<file path="config.mk">
export PLATFORM = sky130hd
export DESIGN_NAME = mult_div_unit
export DESIGN_NICKNAME = d
export VERILOG_FILES = /design/src/rtl/mult_div_unit.sv
export SDC_FILE = /design/constraint.sdc
export NUM_CORES = 1
export LEC_CHECK = 0
export ABC_AREA = 0
export CAP_MARGIN = 20
export CORE_MARGIN = 2
export CORE_UTILIZATION = 30
export CTS_CLUSTER_SIZE = 40
export DETAILED_ROUTE_END_ITERATION = 8
export SETUP_SLACK_MARGIN = 0.15
export SLEW_MARGIN = 40
export SYNTH_ARGS = -nofsm -noshare
export SYNTH_HDL_FRONTEND = slang
export SYNTH_SLANG_ARGS = --single-unit
</file>
<file path="constraint.sdc">
create_clock -name clk -period 6.9 [get_ports clk]
set_input_delay 1.035 -clock clk [delete_from_list [all_inputs] [get_ports clk]]
set_output_delay 1.035 -clock clk [all_outputs]
set_load 0.01 [all_outputs]
</file>
<file path="src/rtl/mult_div_unit.sv">
// Iterative 32-bit multiply/divide unit holding the HI/LO registers.
// Ports: clk, rst; start/op/rs_data/rt_data launch an op; cancel aborts it;
// hi_we/lo_we/wdata implement mthi/mtlo; busy, done, hi, lo are outputs.
module mult_div_unit (
    input  logic        clk,
    input  logic        rst,
    input  logic        start,
    input  logic [1:0]  op,
    input  logic [31:0] rs_data,
    input  logic [31:0] rt_data,
    input  logic        cancel,
    input  logic        hi_we,
    input  logic        lo_we,
    input  logic [31:0] wdata,
    output logic        busy,
    output logic        done,
    output logic [31:0] hi,
    output logic [31:0] lo
);

    typedef enum logic [1:0] {
        S_IDLE,
        S_RUN,
        S_FIX
    } state_t;

    state_t      state_q, state_d;
    logic [4:0]  cnt_q, cnt_d;
    logic        is_div_q, is_div_d;
    logic        neg_quo_q, neg_quo_d;
    logic        neg_rem_q, neg_rem_d;
    logic [31:0] opnd_q, opnd_d;
    logic [31:0] rs_raw_q, rs_raw_d;
    logic [63:0] acc_q, acc_d;
    logic [31:0] hi_q, hi_d;
    logic [31:0] lo_q, lo_d;
    logic        done_q, done_d;

    // Operand magnitudes; op[0]=0 selects the signed flavour.
    logic        rs_neg, rt_neg;
    logic [31:0] rs_mag, rt_mag;

    assign rs_neg = ~op[0] & rs_data[31];
    assign rt_neg = ~op[0] & rt_data[31];
    assign rs_mag = rs_neg ? (32'd0 - rs_data) : rs_data;
    assign rt_mag = rt_neg ? (32'd0 - rt_data) : rt_data;

    // Multiply step: acc = {partial, multiplier}; add on the
    // low multiplier bit, then shift the whole pair right.
    logic [32:0] mul_sum;
    logic [63:0] mul_next;

    assign mul_sum  = {1'b0, acc_q[63:32]}
                    + (acc_q[0] ? {1'b0, opnd_q} : 33'd0);
    assign mul_next = {mul_sum, acc_q[31:1]};

    // Divide step: acc = {remainder, dividend/quotient}. The
    // remainder stays below 2^31 until the final step, so a
    // 33-bit trial subtract is wide enough.
    logic [32:0] div_trial;
    logic        div_ok;
    logic [63:0] div_next;

    assign div_trial = acc_q[63:31] - {1'b0, opnd_q};
    assign div_ok    = ~div_trial[32];
    assign div_next  = {div_ok ? div_trial[31:0] : acc_q[62:31],
                        acc_q[30:0], div_ok};

    // Final sign correction.
    logic [63:0] prod_fix;
    logic [31:0] quo_fix, rem_fix;
    logic [31:0] fix_hi, fix_lo;

    assign prod_fix = neg_quo_q ? (64'd0 - acc_q) : acc_q;
    assign quo_fix  = neg_quo_q ? (32'd0 - acc_q[31:0]) : acc_q[31:0];
    assign rem_fix  = neg_rem_q ? (32'd0 - acc_q[63:32]) : acc_q[63:32];

    always_comb begin
        fix_hi = prod_fix[63:32];
        fix_lo = prod_fix[31:0];
        if (is_div_q) begin
            if (opnd_q == 32'd0) begin
                // Divide by zero reports the untouched dividend.
                fix_hi = rs_raw_q;
                fix_lo = 32'hFFFF_FFFF;
            end else begin
                fix_hi = rem_fix;
                fix_lo = quo_fix;
            end
        end
    end

    always_comb begin
        state_d   = state_q;
        cnt_d     = cnt_q;
        is_div_d  = is_div_q;
        neg_quo_d = neg_quo_q;
        neg_rem_d = neg_rem_q;
        opnd_d    = opnd_q;
        rs_raw_d  = rs_raw_q;
        acc_d     = acc_q;
        hi_d      = hi_q;
        lo_d      = lo_q;
        done_d    = 1'b0;

        unique case (state_q)
            S_IDLE: begin
                if (hi_we) begin
                    hi_d = wdata;
                end
                if (lo_we) begin
                    lo_d = wdata;
                end
                if (start && !cancel) begin
                    state_d   = S_RUN;
                    cnt_d     = 5'd0;
                    is_div_d  = op[1];
                    neg_quo_d = rs_neg ^ rt_neg;
                    neg_rem_d = rs_neg;
                    rs_raw_d  = rs_data;
                    opnd_d    = op[1] ? rt_mag : rs_mag;
                    acc_d     = {32'd0, op[1] ? rs_mag : rt_mag};
                end
            end
            S_RUN: begin
                if (cancel) begin
                    state_d = S_IDLE;
                end else begin
                    acc_d = is_div_q ? div_next : mul_next;
                    cnt_d = cnt_q + 5'd1;
                    if (cnt_q == 5'd31) begin
                        state_d = S_FIX;
                    end
                end
            end
            S_FIX: begin
                state_d = S_IDLE;
                if (!cancel) begin
                    hi_d   = fix_hi;
                    lo_d   = fix_lo;
                    done_d = 1'b1;
                end
            end
            default: begin
                state_d = S_IDLE;
            end
        endcase
    end

    always_ff @(posedge clk or posedge rst) begin
        if (rst) begin
            state_q   <= S_IDLE;
            cnt_q     <= 5'd0;
            is_div_q  <= 1'b0;
            neg_quo_q <= 1'b0;
            neg_rem_q <= 1'b0;
            opnd_q    <= 32'd0;
            rs_raw_q  <= 32'd0;
            acc_q     <= 64'd0;
            hi_q      <= 32'd0;
            lo_q      <= 32'd0;
            done_q    <= 1'b0;
        end else begin
            state_q   <= state_d;
            cnt_q     <= cnt_d;
            is_div_q  <= is_div_d;
            neg_quo_q <= neg_quo_d;
            neg_rem_q <= neg_rem_d;
            opnd_q    <= opnd_d;
            rs_raw_q  <= rs_raw_d;
            acc_q     <= acc_d;
            hi_q      <= hi_d;
            lo_q      <= lo_d;
            done_q    <= done_d;
        end
    end

    assign busy = (state_q != S_IDLE);
    assign done = done_q;
    assign hi   = hi_q;
    assign lo   = lo_q;

endmodule

</file>
; ---- After elaboration in Yosys (flattened, before gate mapping)
; Cells that the tools add are included.
[totals]
register_bits = 203
elab_cells = 77
[op_classes]
add_sub_neg = 8
eq_ne = 9
n_mux = 32
bitwise = 5
reduce_logical = 12
[op_table]
columns = operator, count
row1 = 32-bit 2-to-1 mux, 16
row2 = 64-bit 2-to-1 mux, 4
row3 = 32-bit one-hot mux with 2 select lines, 2
row4 = 64-bit one-hot mux with 2 select lines, 1
row5 = 1-bit by 32-bit subtractor with 32-bit output (first input constant), 4
row6 = 1-bit by 64-bit subtractor with 64-bit output (first input constant), 1
row7 = 32-bit by 32-bit adder with 33-bit output, 1
row8 = 33-bit by 32-bit subtractor with 33-bit output, 1
row9 = 32-bit logical NOT, 1
row10 = 5-bit 2-to-1 mux, 2
row11 = 2-bit != test (second input constant), 5
row12 = 5-bit one-hot mux with 2 select lines, 1
row13 = 3-bit AND reduction, 3
row14 = 2-bit 2-to-1 mux, 3
row15 = 2-bit nonzero test, 3
row16 = 5-bit by 1-bit adder with 5-bit output (second input constant), 1
row17 = 5-bit == test (second input constant), 1
row18 = 2-bit one-hot mux with 2 select lines, 1
row19 = 2-bit AND reduction, 2
row20 = 3-bit != test (second input constant), 1
row21 = 1-bit bitwise AND, 2
row22 = 2-bit by 1-bit == test with 1-bit output (second input constant), 1
row23 = 2-bit == test (second input constant), 1
row24 = 2-bit logical NOT, 1
row25 = 5 further kinds, 7

; ---- Logic depth before layout (Yosys ltp)
[depth]
word_depth = 6
mapped_depth = 15
depth_no_buf = 14

; ---- Least setup slack after synthesis
; Ideal clock, no wire load.
[synth_path]
kind = in2reg
start = input port rt_data[7]
end = register acc_q[25]
setup_ps = 124
t_arrival_ps = 3503
path_slack_ps = 3273
cell_stages = 9
n_path_buf = 0
path_cell_list = or4_4 or4_4 nor3b_4 nand2_2 or4_4 o31ai_4 xor2_1 a21oi_1 a211o_1
[synth_between]
elab_chain_cells = 5
[synth_rtl]
columns = element, line_no
row1 = "start, declared", 10  ; input logic [31:0] rt_data,
row2 = 1-bit by 32-bit subtractor with 32-bit output, 46  ; assign rt_mag = rt_neg ? (32'd0 - rt_data) : rt_data;
row3 = 32-bit 2-to-1 mux, 46
row4 = 32-bit 2-to-1 mux, 122  ; acc_d = {32'd0, op[1] ? rs_mag : rt_mag};
row5 = 64-bit 2-to-1 mux, 114  ; if (start && !cancel) begin
row6 = 64-bit one-hot mux with 2 select lines, 106  ; unique case (state_q)
row7 = "end signal, assigned", 159  ; acc_q <= 64'd0;
row8 = "end signal, assigned", 171  ; acc_q <= acc_d;
row9 = "end, declared", 34  ; logic [63:0] acc_q, acc_d;
; No other way between the ends. The select of a mux whose other input is x is not followed.
; A chain may end at the register's enable or synchronous reset.

; ---- Final worst setup path
[layout_path]
start = register acc_q[8]
end = register hi_q[3], in the netlist hi[3]
[layout_between]
elab_chain_cells = 5
[layout_rtl]
columns = element, line_no
row1 = 1-bit by 64-bit subtractor with 64-bit output, 74  ; assign prod_fix = neg_quo_q ? (64'd0 - acc_q) : acc_q;
row2 = 64-bit 2-to-1 mux, 74
row3 = 32-bit 2-to-1 mux, 81  ; if (is_div_q) begin
row4 = 32-bit 2-to-1 mux, 138  ; if (!cancel) begin
row5 = 32-bit one-hot mux with 2 select lines, 106
row6 = "end signal, assigned", 172  ; hi_q <= hi_d;
row7 = "end, declared", 35  ; logic [31:0] hi_q, hi_d;
; No other way between the ends. The select of a mux whose other input is x is not followed.

==> results_dict.tcl <==
set metrics [dict create \
    cts_max_level 1 \
    final_wirelength_um 67500 \
    p_total_mw 7.84 \
    design.die.area_um2 58100 \
    post_cts_gate_resize_count 0 \
    grt_antenna_before_repair 1 \
    post_route_cells_drive_above_1_share 0.0521 \
    wl_per_cell_um 22.3 \
    worstMarginPinSlew_ps 825 \
    grt_pass1_wl_um 101000 \
    leakage_nw 8.31 \
    mapped_area_um2 16900 \
    irDropWorstVdd_mv 0.160 \
    antenna_cells 0 \
    number_of_flops_mapped_to_enable_cells_by_yosys 0 \
    multi_input_comb_area_um2 11000 \
    async_reset_ff_frac 1.00 \
    max_cap_violations 0 \
    total_congestion_overflow_after_global_routing 0 \
    number_of_drc_violations_after_detailed_routing 0 \
    clock_sinks 203 \
    insertion_delay_of_the_later_clocked_pin_in_the_worst_skew_pair_ps 580 \
    yosysWarningCount 0 \
    setup_viol_count_final 0 \
    synth_cells 2197 \
    cts.hold.buffers_added 0 \
    place_hpwl_um 51600 \
    setup.worst_path.end_class "flop" \
    initialDrtViolationCount 1829 \
    path_class "flop to flop" \
    max_freq_mhz 243 \
    cts.repair_timing.setup_buffer_count 0 \
    layout-area-overhead-vs-synth_pct 18.8 \
    number_of_buffers_created_by_cts 25 \
    maxSlewViolCount 0 \
    yosysUniqueCellTypes 84 \
    core_region_area_um2 55300 \
    setup_repair_after_global_routing_missed_its_margin "no" \
    io_buffer_count 169 \
    cts_tree "built" \
    clkSlewWorstSetupHoldPaths_ps 60 \
    finalCriticalPeriod_ps 4110 \
    layout.area.seq_um2 5080 \
    postSynthRegisterBits 203 \
    cts.root.buffer_cell "sky130_fd_sc_hd__clkbuf_16" \
    synth_top_cell_by_area "sky130_fd_sc_hd__dfrtp_1" \
    path_max_fanout 12 \
    timing.slew.headroom 0.450 \
    nNetsFinal 2441 \
    ant_nets 0 \
    setup.worst_path.start_class "flop" \
    die_x_um 241 \
    dieHeight_um 241 \
    finalWeightedCongestion 0.974 \
    final_design_area_no_fill_um2 20000 \
    syn_avg_cell_area_um2 7.67 \
    1st_pass_router_iterations 6 \
    rows 86 \
    synth.top_cells.by_area "sky130_fd_sc_hd__dfrtp_1 30%, sky130_fd_sc_hd__o21ai_0 7.4%, sky130_fd_sc_hd__nand2_1 6.8%" \
    critical_path_required_ps 7320 \
    ioPinCount 170 \
    post_synthesis_net_count 2373 \
    hold_class "flop to flop" \
    post_route_setup_tns_ps 0 \
    num-fill-cells 5819 \
    cts_max_path_buffers 3 \
    grt_util_all_layers 0.228 \
    synth-seq-area-share 0.301 \
    drt-vias-per-instance 5.68 \
    dpl-instance-area_um2 19100 \
    critical_path_arrival_ps 4530 \
    post-synth-top-area-fraction 0.301 \
    grt_max_degree 116 \
    powerDensity_nw_per_um2 391 \
    first_global_vias 16118 \
    outcome "complete, no violations" \
    finalHoldViolCount 0 \
    dr_total_vias 17210 \
    finalCritPeriodShare 0.595 \
    ys_dominant_reg_cell "sky130_fd_sc_hd__dfrtp_1" \
    starting_density_of_the_core 0.305 \
    clock-skew-final_ps 16.0 \
]
==> placed cells by master, fill, tap and decap left out, drive strengths merged, types with 6 or more instances in the layout <==
cell type        n
nand4b           6
or3             26
clkbuf          27
or4             15
a211oi          15
a21oi          194
xor2            84
nor2b           16
a21o            25
o31ai           33
o221ai           6
nand4           16
o21bai           7
o211ai          21
nor2           188
and3            18
clkinv          10
nand2b          18
nor4            21
o41ai           14
nand2          308
buf             27
inv             61
o22ai           37
xnor2          115
nor3            49
a221oi           6
nand3           35
dfrtp          203
clkdlybuf4s50  167
a31oi           11
o21a            17
ha              70
o21ai          256
a22oi           23
or2             11
mux2i           59
==> cell type report <==
| cell class | instances | area share |
|---|---|---|
| well taps | 748 | 0.0467 |
| clock inverters | 18 | 0.0101 |
| inverters | 60 | 0.0119 |
| multi-input cells | 1781 | 0.550 |
| flip-flops and latches | 203 | 0.254 |
| repair buffers | 194 | 0.0955 |
| clock buffers | 27 | 0.0321 |
==> worst max-delay path: stages (launching register included) <==
cell and delay (ps):
sky130_fd_sc_hd__dfrtp_1 500, sky130_fd_sc_hd__or4_4 600, sky130_fd_sc_hd__nor4_1 300, sky130_fd_sc_hd__or3b_2 570, sky130_fd_sc_hd__nand4b_1 660, sky130_fd_sc_hd__o21a_1 410
sky130_fd_sc_hd__xor2_1 130, sky130_fd_sc_hd__o21ai_0 470, sky130_fd_sc_hd__nand2_1 110, sky130_fd_sc_hd__o21ai_0 100, sky130_fd_sc_hd__o21ai_0 100
==> logic make-up (layout without fill, tap and decap cells) <==
logic type,after synthesis,count (layout),share of synthesized area
and+or+nand+nor,749,749,0.206
xor gates and xnor gates,199,199,0.103
muxes,61,61,0.0364
DFF,203,203,0.301
buffers and inverters,213,299,0.0486
AOI/OAI and AO/OA,700,700,0.250
adders and majority gates,72,72,0.0543
==> per-stage QoR <==
step	util	setup slack (ps)	std cells	hold WS, ps
3_5_place_dp	0.346	2390	2985	466
5_1_grt	0.362	2570	3031	497
3_3_place_gp	0.345	2240	2983	463
4_1_cts	0.362	2870	3030	482
6_report	0.362	2790	3031	481
2_1_floorplan	-	326	2197	440
==> state kept, by name, indices dropped and copies added, names as in the netlist <==
register   count
acc_q         64
cnt_q          5
done           1
hi            32
is_div_q       1
lo            32
neg_quo_q      1
neg_rem_q      1
opnd_q        32
rs_raw_q      32
state_q        2
==> path summary, 6_finish.rpt <==
kind / slack [ps] / depth (start not counted) / startpoint / endpoint
worst max-delay path: 2790 / 10 / acc_q[8]$_DFFE_PP0P_ / hi[3]$_DFFE_PP0P_
worst min-delay path: 480 / 2 / hi[0]$_DFFE_PP0P_ / hi[0]$_DFFE_PP0P_
worst max register to register: 2790 / 10 / acc_q[8]$_DFFE_PP0P_ / hi[3]$_DFFE_PP0P_
worst min register to register: 480 / 2 / hi[0]$_DFFE_PP0P_ / hi[0]$_DFFE_PP0P_
max in group asynchronous: 4980 / 3 / rst / hi[13]$_DFFE_PP0P_
min in group asynchronous: 930 / 2 / rst / acc_q[50]$_DFFE_PP0P_
==> power by group <==
part / internal [mW] / switching, mW / total (mW)
sequential: 1.48 / 0.638 / 2.12
combinational: 1.78 / 2.54 / 4.32
clock: 0.795 / 0.601 / 1.40
total: 4.05 / 3.78 / 7.84
==> cell usage after synthesis, drive strengths merged (5+ instances only) <==
cell type / instances
a211oi: 15
a21o: 25
a21oi: 194
a221oi: 6
a22oi: 23
a31oi: 11
and3: 18
buf: 25
clkbuf: 128
dfrtp: 203
ha: 70
inv: 59
mux2i: 59
nand2: 308
nand2b: 18
nand3: 35
nand4: 16
nand4b: 6
nor2: 188
nor2b: 16
nor3: 49
nor3b: 5
nor4: 21
o211ai: 21
o21a: 17
o21ai: 256
o21bai: 7
o221ai: 6
o22ai: 37
o31ai: 33
o41ai: 14
or2: 11
or3: 26
or4: 15
xnor2: 115
xor2: 84
==> per-layer routing <==
layer	up-vias	GRT usage	wire length [µm]
met2	767	0.357	30300
li1	7979	-	-
met4	0	0.0769	2460
met1	8338	0.327	29800
met3	126	0.0248	4910
met5	-	0	0
Power figures use the tool's default switching activity.
